File: src/rtl/arbiter_round_robin_hold_if.sv
// Request/grant bundle between requestors and the round-robin arbiter.
// The master side is the arbiter, which drives the grant outputs.
interface arbiter_round_robin_hold_if #(
    parameter int WORD_WIDTH  = 4,
    parameter int INDEX_WIDTH = $clog2(WORD_WIDTH)
);
    logic [WORD_WIDTH-1:0]  requests;
    logic [WORD_WIDTH-1:0]  grant;
    logic                   grant_valid;
    logic [INDEX_WIDTH-1:0] grant_index;
    logic                   grant_changed;

    modport master (
        input  requests,
        output grant,
        output grant_valid,
        output grant_index,
        output grant_changed
    );

    modport slave (
        output requests,
        input  grant,
        input  grant_valid,
        input  grant_index,
        input  grant_changed
    );
endinterface

File: src/rtl/arbiter_round_robin_hold.sv
// Registered round-robin arbiter with grant hold: a thermometer mask built from the
// last issued grant gives priority to more-significant requestors, then wraps to bit 0.
module arbiter_round_robin_hold #(
    parameter int WORD_WIDTH  = 4,
    parameter int INDEX_WIDTH = $clog2(WORD_WIDTH)
) (
    input  logic                        clock,
    input  logic                        reset,
    arbiter_round_robin_hold_if.master  bus
);
    localparam logic [WORD_WIDTH-1:0] ONE = WORD_WIDTH'(1);
    localparam logic [WORD_WIDTH-1:0] MSB = ONE << (WORD_WIDTH - 1);

    logic [WORD_WIDTH-1:0]  grant_reg;
    logic [WORD_WIDTH-1:0]  last_grant_reg;
    logic                   grant_valid_reg;
    logic [INDEX_WIDTH-1:0] grant_index_reg;
    logic                   grant_changed_reg;

    logic [WORD_WIDTH-1:0]  requests;
    logic [WORD_WIDTH-1:0]  mask;
    logic [WORD_WIDTH-1:0]  masked_requests;
    logic [WORD_WIDTH-1:0]  masked_pick;
    logic [WORD_WIDTH-1:0]  wrap_pick;
    logic                   hold;
    logic [WORD_WIDTH-1:0]  grant_next;
    logic [WORD_WIDTH-1:0]  last_grant_next;
    logic                   grant_changed_next;
    logic [INDEX_WIDTH-1:0] grant_index_next;
    logic [INDEX_WIDTH-1:0] index_terms [WORD_WIDTH];

    assign requests = bus.requests;

    // last_grant is never zero, so the subtraction never wraps.
    assign mask            = ~(last_grant_reg ^ (last_grant_reg - ONE));
    assign masked_requests = requests & mask;
    assign masked_pick     = masked_requests & (~masked_requests + ONE);
    assign wrap_pick       = requests & (~requests + ONE);
    assign hold            = |(grant_reg & requests);

    always_comb begin
        grant_next         = grant_reg;
        last_grant_next    = last_grant_reg;
        grant_changed_next = 1'b0;
        if (hold) begin
            grant_next = grant_reg;
        end else if (|masked_requests) begin
            grant_next         = masked_pick;
            last_grant_next    = masked_pick;
            grant_changed_next = (masked_pick != grant_reg);
        end else if (|requests) begin
            grant_next         = wrap_pick;
            last_grant_next    = wrap_pick;
            grant_changed_next = (wrap_pick != grant_reg);
        end else begin
            grant_next = '0;
        end
    end

    // One-hot to binary: each set bit contributes its own position.
    for (genvar gi = 0; gi < WORD_WIDTH; gi++) begin : g_index
        assign index_terms[gi] = grant_next[gi] ? INDEX_WIDTH'(gi) : '0;
    end

    always_comb begin
        grant_index_next = '0;
        for (int i = 0; i < WORD_WIDTH; i++) begin
            grant_index_next = grant_index_next | index_terms[i];
        end
    end

    always_ff @(posedge clock or posedge reset) begin
        if (reset) begin
            grant_reg         <= '0;
            last_grant_reg    <= MSB;
            grant_valid_reg   <= 1'b0;
            grant_index_reg   <= '0;
            grant_changed_reg <= 1'b0;
        end else begin
            grant_reg         <= grant_next;
            last_grant_reg    <= last_grant_next;
            grant_valid_reg   <= |grant_next;
            grant_index_reg   <= grant_index_next;
            grant_changed_reg <= grant_changed_next;
        end
    end

    assign bus.grant         = grant_reg;
    assign bus.grant_valid   = grant_valid_reg;
    assign bus.grant_index   = grant_index_reg;
    assign bus.grant_changed = grant_changed_reg;
endmodule

File: src/flat_wrapper.sv
// flat-port wrapper written by rule: the top's interface ports become plain ports
module arbiter_round_robin_hold_flat 
#(
    parameter int WORD_WIDTH  = 4,
    parameter int INDEX_WIDTH = $clog2(WORD_WIDTH)
)
  (clock, reset, bus_requests, bus_grant, bus_grant_valid, bus_grant_index, bus_grant_changed);
  arbiter_round_robin_hold_if #(.WORD_WIDTH(WORD_WIDTH), .INDEX_WIDTH(INDEX_WIDTH)) bus_i ();
  input  logic clock;
  input  logic reset;
  input wire logic [$bits(bus_i.requests)-1:0] bus_requests;
  output wire logic [$bits(bus_i.grant)-1:0] bus_grant;
  output wire logic [$bits(bus_i.grant_valid)-1:0] bus_grant_valid;
  output wire logic [$bits(bus_i.grant_index)-1:0] bus_grant_index;
  output wire logic [$bits(bus_i.grant_changed)-1:0] bus_grant_changed;
  assign bus_i.requests = bus_requests;
  assign bus_grant = bus_i.grant;
  assign bus_grant_valid = bus_i.grant_valid;
  assign bus_grant_index = bus_i.grant_index;
  assign bus_grant_changed = bus_i.grant_changed;
  arbiter_round_robin_hold #(.WORD_WIDTH(WORD_WIDTH), .INDEX_WIDTH(INDEX_WIDTH)) u_core (.clock(clock), .reset(reset), .bus(bus_i));
endmodule
File: config.mk
export PLATFORM = sky130hd
export DESIGN_NAME = arbiter_round_robin_hold_flat
export DESIGN_NICKNAME = d
export VERILOG_FILES = /design/src/rtl/arbiter_round_robin_hold_if.sv /design/src/rtl/arbiter_round_robin_hold.sv /design/src/flat_wrapper.sv
export SDC_FILE = /design/constraint.sdc
export NUM_CORES = 1
export LEC_CHECK = 0
export ABC_AREA = 1
export CORE_MARGIN = 2
export CORE_UTILIZATION = 30
export DETAILED_ROUTE_END_ITERATION = 8
export PLACE_DENSITY = 0.55
export SLEW_MARGIN = 25
export SYNTH_ARGS = -nofsm -noshare
export SYNTH_HDL_FRONTEND = slang
export SYNTH_SLANG_ARGS = --single-unit
File: constraint.sdc
create_clock -name clock -period 2.72 [get_ports clock]
set_input_delay 0.272 -clock clock [delete_from_list [all_inputs] [get_ports clock]]
set_output_delay 0.272 -clock clock [all_outputs]
set_load 0.1 [all_outputs]
; ---- After elaboration in Yosys (flattened, before gate mapping)
; Index checks and enable logic that the tools add are counted.
[word_totals]
register_bits = 12
in_bits = 6
output_inout_bits = 8
word_cells = 38
[op_classes]
addsub = 3
eq_ne = 2
mux = 11
bitwise_logic = 11
n_reduce_logical = 6
[ops]
columns = operator, n
row1 = two-way mux 4 bit, 5
row2 = bitwise AND 4 bit, 4
row3 = OR reduction 4 bit, 4
row4 = NOT 4 bit, 3
row5 = "adder 4 x 1 -> 4 bit, second input constant", 2
row6 = inequality test 4 bit, 2
row7 = two-way mux 1 bit, 4
row8 = two-way mux 2 bit, 2
row9 = OR 2 bit, 2
row10 = "subtractor 4 x 1 -> 4 bit, second input constant", 1
row11 = XOR 4 bit, 1
row12 = AND reduction 2 bit, 1
row13 = nonzero test 2 bit, 1
row14 = NOT 1 bit, 1

; ---- Longest topological paths before layout
; Gate-level depths: netlist of the first run.
[logic_depth]
ltp_word = 12
ltp_mapped = 11
ltp_nobuf = 11

; ---- Worst setup path after synthesis of the first run
; OpenSTA, ideal clock, no wires.
[synth_timing]
path_kind = register to register
start = reg u_core.grant_reg[0] (netlist: u_core.bus.grant[0])
end = reg u_core.grant_valid_reg (netlist: u_core.bus.grant_valid)
setup_ns = 0.121
arrival_ns = 1.788
t_required_ns = 2.599
slack_ns = 0.812
stages_incl_launch_ff = 8
path_buffers = 0
synth_period_minus_slack_ns = 1.908
cell_sequence = dfrtp_1 > ha_1 > inv_1 > nand4_4 > inv_6 > or2_0 > a21oi_1 > nand2_1
[synth_between]
elab_chain_cells = 4
[synth_rtl]
columns = element, line
row1 = "start, declared", arbiter_round_robin_hold.sv:14  ; logic [WORD_WIDTH-1:0] grant_reg;
row2 = "start signal, assigned", arbiter_round_robin_hold.sv:80  ; grant_reg <= grant_next;
row3 = bitwise AND 4 bit, arbiter_round_robin_hold.sv:39  ; assign hold = |(grant_reg & requests);
row4 = OR reduction 4 bit, arbiter_round_robin_hold.sv:39
row5 = two-way mux 4 bit (*), arbiter_round_robin_hold.sv:45  ; if (hold) begin
row6 = OR reduction 4 bit (*), arbiter_round_robin_hold.sv:82  ; grant_valid_reg <= |grant_next;
row7 = "end signal, assigned", arbiter_round_robin_hold.sv:82
row8 = "end, declared", arbiter_round_robin_hold.sv:16  ; logic grant_valid_reg;
; Mark *: on every way between the ends. The rest lies on a longest branch, timed or not.
; A chain may end at the register's enable or synchronous reset.

; ---- Worst setup path after layout of the first run
[layout_timing]
start = reg u_core.last_grant_reg[1]
end = reg u_core.grant_valid_reg (netlist: u_core.bus.grant_valid)
[layout_between]
word_cells_on_any_way = 11
classes_between = add/sub: 2 / mux: 2 / bitwise: 5 / reduce/logical: 2
[layout_rtl]
columns = element, line
row1 = "start, declared", arbiter_round_robin_hold.sv:15  ; logic [WORD_WIDTH-1:0] last_grant_reg;
row2 = "start signal, assigned", arbiter_round_robin_hold.sv:81  ; last_grant_reg <= last_grant_next;
row3 = subtractor 4 x 1 -> 4 bit, arbiter_round_robin_hold.sv:35  ; assign mask = ~(last_grant_reg ^ (last_grant_reg - ONE));
row4 = XOR 4 bit (*), arbiter_round_robin_hold.sv:35
row5 = NOT 4 bit (*), arbiter_round_robin_hold.sv:35
row6 = bitwise AND 4 bit (*), arbiter_round_robin_hold.sv:36  ; assign masked_requests = requests & mask;
row7 = OR reduction 4 bit (*), arbiter_round_robin_hold.sv:47  ; end else if (|masked_requests) begin
row8 = two-way mux 4 bit (*), arbiter_round_robin_hold.sv:47
row9 = two-way mux 4 bit (*), arbiter_round_robin_hold.sv:45
row10 = net u_core.grant_next[0], arbiter_round_robin_hold.sv:26  ; logic [WORD_WIDTH-1:0] grant_next;
row11 = OR reduction 4 bit (*), arbiter_round_robin_hold.sv:82
; The timed path passes the listed nets; every way through them passes the cells marked *.

==> impl_results.md, run 1 <==
- Area grow syn2layout: 26.3%
- Cell Rows: 16
- Number of buffer cells added on primary ports: 13
- Endpoint type of the worst setup path: register
- Maximum number of pins on one net before global-route repair: 12
- Worst R2R End: u_core.bus.grant_valid
- Wire length of the first global-routing pass: 2290 um
- Cell occurring most often along the worst timing path: nand2_1
- # hold bufs at CTS: 0
- Worst setup SP type: register
- Distinct cell type count after synthesis: 20
- Buffer type at the clock tree root: clkbuf_4
- Max Transition Viols Final: 0
- Post-cts sizing count: 0
- Reported max-cap violation count: 0
- Warning count from the yosys run: 0
- Syn_nets: 90
- Final worst path period need: 1.61 ns
- Clock insertion delay at the later pin of the skew report: 0.26 ns
- Routed vias: 573
- Average wire per cell in the routed design: 10.9 um
- Share of final-layout standard cells stronger than drive strength 1: 0.253
- Die Outline Area: 0.00254 sq mm
- Initial core utilization: 0.323
- Final hold violation count: 0
- F_max: 621 MHz
- Hold crit path type: in2async
- Ordered cell list for the critical path: inv_2, ha_1, inv_1, nand2_1, nand3_1, nand2_1, nor2_1, nand3_1, nand2_1, a21oi_1, nand2_1
- Clock transition at the registers of the reported paths: 0.06 ns
- Number of flip-flops under the largest register name: 4
- Placeable Area: 0.00200 sq mm
- Required time of the critical path: 2.87 ns
- Worst clock skew on the final layout: 0.00128 ns
- Final setup viols: 0
- Biggest fanout along the worst timing path: 4
- Inserted Clock Buffers: 3
- Via density: 4.55
- Start of the worst register-to-register path: u_core.last_grant_reg[1]
- Antenna Nets Post-Route: 0
- Proportion of netlist area held by the largest area contributor: 0.426
- TritonCTS clock tree: yes
- Synth area leader: dfrtp_1
- Number of cells produced by synthesis: 82
- Run status: finished clean
- Type of the worst setup path: reg2reg
- Antenna violations before repair: 0
- Number of top-level pins: 14
- Setup slack, reg-to-reg: 1.11 ns
- Final-stage net count: 108
- Post-CTS setup buffer count: 0
- H-tree depth: 1
- Transition time at the pin with the least slew margin: 0.387 ns
- Clock sink count: 11
- Area of all placed cells without fillers: 817 sq um
- Sum of routed wire length over all layers: 1370 um
- Tightest slew margin relative to the limit: 0.742
- Cell area reported after detailed placement: 791 sq um
- Total Neg Setup Slack: 0 ns
- Synthesized cell area: 647 sq um
- Vias in the first global route: 537
- Setup repair after global routing missed its margin: false
- Total global-route track usage: 0.123
- Number of design rule violations left after detail routing: 0
- DRT iter0 DRCs: 5
- #FFs+latches synth: 11
- Horizontal die dimension: 50.4 um
- Post-synthesis sequential area ratio: 0.426
- Number of inserted diodes: 0
- Post-route fraction of the period consumed by the critical path: 0.592
- Die height: 50.4 um
- Final weighted congestion in routability-driven placement: 0.786
- Largest stage delay on the critical path: 0.38 ns
- Synth area leaders: dfrtp_1, nand2_1, inv_1
- Number of cells on the worst reg-to-reg path: 11
- GRT overflow: 0
- Critical Path Slowest Stage Cell: dfrtp_1
- Clock tree buffer depth: 2
- Worst EP arrival: 1.76 ns
- Average size of a mapped cell: 7.89 sq um
- Detailed placer's ending HPWL: 1130 um
- Pre-antenna DRT Iters: 2
how the worst max path moves through the flow:
stage,start,end,slack [ns],cells after the start
floorplan,u_core.bus.grant[0],u_core.bus.grant_valid,0.81,7
global placement,bus_requests[1],u_core.bus.grant_valid,1.00,10
detailed placement,bus_requests[1],u_core.bus.grant_valid,0.99,10
CTS,u_core.last_grant_reg[1],u_core.bus.grant_valid,1.12,11
global route,u_core.last_grant_reg[1],u_core.bus.grant_valid,0.91,11
finish,u_core.last_grant_reg[1],u_core.bus.grant_valid,1.11,11
cells in the final DEF (no fill, tap or decap), drive strengths merged, types with 2 or more instances in the layout:
cell type / instances
a21oi: 3
buf: 8
nand3: 5
clkbuf: 4
nand3b: 2
clkdlybuf4s50: 5
ha: 2
dfrtp: 11
nand4: 2
o21ai: 7
inv: 14
nor2: 7
nand2: 27
stage by stage:
step | instances | hold slack, ns | setup WS (ns) | utilization
after floorplan | 82 | 0.124 | 0.812 | -
after global placement | 122 | 0.530 | 1.00 | 0.395
after detailed placement | 122 | 0.512 | 0.986 | 0.395
after CTS | 126 | 0.297 | 1.12 | 0.408
after global routing | 126 | 0.333 | 0.906 | 0.408
final | 126 | 0.288 | 1.11 | 0.408
layer usage:
layer / track usage / part of all wire
met1: 0.141 / 0.45
met2: 0.211 / 0.51
met3: 0.00893 / 0.023
met4: 0.0946 / 0.016
met5: 0 / 0
critical path: cells and delay by family, from the launching register on:
| family | cells | cell delay [ns] |
|---|---|---|
| AOI/OAI and AO/OA | 1 | 0.15 |
| adders and majority gates | 1 | 0.29 |
| buffers and inverters | 2 | 0.10 |
| DFF | 1 | 0.38 |
| and+or+nand+nor | 7 | 0.58 |
cells in the mapped netlist:
library cell and n:
nor2_4 1, dfrtp_1 11, nand2_1 24, o21ai_2 1, nand2_2 3, nor2_1 4
o21ai_0 6, a21oi_1 3, or2_0 1, inv_6 1, nand3b_1 1, nor2_2 2
nand3b_2 1, nand4_1 1, nor3_2 1, nand3_1 5, inv_2 3, ha_1 2
inv_1 10, nand4_4 1
cell type report:
| cell class | instances | area (sq um) |
|---|---|---|
| clock buffer | 4 | 26.3 |
| fill | 219 | 1180 |
| inverter | 14 | 57.6 |
| multi-input combinational | 57 | 314 |
| sequential | 11 | 275 |
| tap | 27 | 33.8 |
| timing repair buffer | 13 | 110 |
logic make-up (layout without fill, tap and decap cells):
group                      Yosys count  after routing  share of synthesized area
AOI/OAI and AO/OA                   10             10                     0.0832
buffers and inverters               14             31                     0.0890
adders and majority gates            2              2                     0.0387
and+or+nand+nor                     45             45                      0.364
DFF                                 11             11                      0.426
Power of run 1 is not shown: default switching activity piles up to over one toggle a cycle in this logic, so the estimate is an artifact.
==> inputs of run 2 (changes only) <==
==> constraint.sdc (replaced) <==
create_clock -name clock -period 1.53 [get_ports clock]
set_input_delay 0.153 -clock clock [delete_from_list [all_inputs] [get_ports clock]]
set_output_delay 0.153 -clock clock [all_outputs]
set_load 0.1 [all_outputs]
==> impl_results.md, run 2 (same netlist as run 1, synthesis figures left out) <==
- Initial core utilization: 0.323 (unchanged)
- Worst Setup Slack, final: 0.0546 ns (was 1.11 ns)
- Sum of routed wire length over all layers: 1570 um (was 1370 um)
- DRT iter0 DRCs: 14 (was 5)
- Final-stage net count: 122 (was 108)
- Wire length of the first global-routing pass: 2550 um (was 2290 um)
- Antenna Nets Post-Route: 0 (unchanged)
- Antenna violations before repair: 0 (unchanged)
- Die Outline Area: 0.00254 sq mm (unchanged)
- Number of flip-flops under the largest register name: 4 (unchanged)
- Worst setup SP type: register (unchanged)
- Most frequent cells in the layout: nand2_1, buf_4, inv_1 (was nand2_1, dfrtp_1, inv_1)
- Worst clock skew on the final layout: 0.00269 ns (was 0.00128 ns)
- Average wire per cell in the routed design: 11.2 um (was 10.9 um)
- Buffer type at the clock tree root: clkbuf_4 (unchanged)
- Transition time at the pin with the least slew margin: 0.419 ns (was 0.387 ns)
- Setup Slack @ Placement: -0.0578 ns (was 0.986 ns)
- Tightest slew margin relative to the limit: 0.720 (was 0.742)
- Share of final-layout standard cells stronger than drive strength 1: 0.442 (was 0.253)
- Horizontal die dimension: 50.4 um (unchanged)
- Number of top-level pins: 14 (unchanged)
- Type of the worst setup path: reg2reg (unchanged)
- Most frequent standard cell in the layout excluding fill and tap cells: nand2_1 (unchanged)
- Max Transition Viols Final: 0 (unchanged)
- Via density: 4.62 (was 4.55)
- Final worst path period need: 1.48 ns (was 1.61 ns)
- Hold crit path type: in2async (unchanged)
- Die height: 50.4 um (unchanged)
- Routed vias: 647 (was 573)
- Area of all placed cells without fillers: 0.00108 sq mm (was 817 sq um)
- Final setup viols: 0 (unchanged)
- Inserted Clock Buffers: 3 (unchanged)
- Pre-antenna DRT Iters: 4 (was 2)
- Final hold violation count: 0 (unchanged)
- Maximum number of pins on one net before global-route repair: 12 (unchanged)
- Clock tree buffer depth: 2 (unchanged)
- Reported max-cap violation count: 0 (unchanged)
- # hold bufs at CTS: 0 (unchanged)
- Number of buffer cells added on primary ports: 13 (unchanged)
- Post-route fraction of the period consumed by the critical path: 0.964 (was 0.592)
- Placeable Area: 0.00200 sq mm (unchanged)
- Worst EP arrival: 1.62 ns (was 1.76 ns)
- Biggest fanout along the worst timing path: 4 (unchanged)
- Detailed placer's ending HPWL: 1220 um (was 1130 um)
- Run status: finished clean (unchanged)
- Number of inserted diodes: 0 (unchanged)
- TritonCTS clock tree: yes (unchanged)
- Required time of the critical path: 1.67 ns (was 2.87 ns)
- Clock sink count: 11 (unchanged)
- Cell area reported after detailed placement: 988 sq um (was 791 sq um)
- Clock insertion delay at the later pin of the skew report: 0.27 ns (was 0.26 ns)
- Endpoint type of the worst setup path: register (unchanged)
- H-tree depth: 1 (unchanged)
- F_max: 678 MHz (was 621 MHz)
- Area grow syn2layout: 67.7% (was 26.3%)
- Cell Rows: 16 (unchanged)
- Total global-route track usage: 0.132 (was 0.123)
- GRT overflow: 0 (unchanged)
- Number of design rule violations left after detail routing: 0 (unchanged)
- Vias in the first global route: 614 (was 537)
- Clock transition at the registers of the reported paths: 0.07 ns (was 0.06 ns)
- Final weighted congestion in routability-driven placement: 0.893 (was 0.786)
-- run 2: cell types whose count changed in the layout (fill, tap and decap cells not counted), sizes merged --
cell,change
buf,+14
-- run 2: worst paths after layout --
check	end	cells after the start	slack, ns	start
min reg2reg	u_core.last_grant_reg[2]	2	0.53	u_core.last_grant_reg[2]
max reg2reg	u_core.bus.grant_index[1]	9	0.05	u_core.last_grant_reg[1]
max in group asynchronous	u_core.bus.grant[0]	2	1.03	reset
min in group clock	u_core.last_grant_reg[2]	2	0.53	u_core.last_grant_reg[2]
max	u_core.bus.grant_index[1]	9	0.05	u_core.last_grant_reg[1]
min	u_core.bus.grant_changed	2	0.17	reset
-- run 2: critical path, stage by stage (launching register included) --
cell,delay (ns)
dfrtp_1,0.36
inv_2,0.06
ha_4,0.26
inv_1,0.03
nand2_1,0.06
nand3_2,0.10
nand2_2,0.10
nand3b_4,0.14
o21ai_4,0.07
nand3b_1,0.17
-- run 2: final cells by class --
cell class | count | area, sq um
inverter | 14 | 57.6
multi-input combinational | 57 | 367
tap | 27 | 33.8
sequential | 11 | 285
clock buffer | 4 | 26.3
fill | 184 | 917
timing repair buffer | 27 | 315
-- run 2: what timing repair did --
item,in CTS,in global routing
endpoints found under the setup margin,1,5
pin swaps,1,5
setup buffers,0,3
resized for setup,2,8
-- run 2: per-layer routing --
| metal | global-route usage | share of wire | wire (um) |
|---|---|---|---|
| met1 | 0.159 | 0.42 | 658 |
| met2 | 0.219 | 0.52 | 809 |
| met3 | 0.0119 | 0.028 | 44 |
| met4 | 0.0946 | 0.034 | 54 |
| met5 | 0 | 0 | 0 |
-- run 2: metrics by stage --
stage          hold WS [ns]  TNS, ns  instances  utilization
2_1_floorplan       0.00534        0         82            -
6_report              0.175        0        140        0.542
5_1_grt               0.216  -0.0256        140        0.542
4_1_cts               0.191        0        137        0.511
3_3_place_gp          0.467   -0.247        133        0.494
3_5_place_dp          0.484   -0.204        133        0.494
Power of run 2 is left out for the same reason.
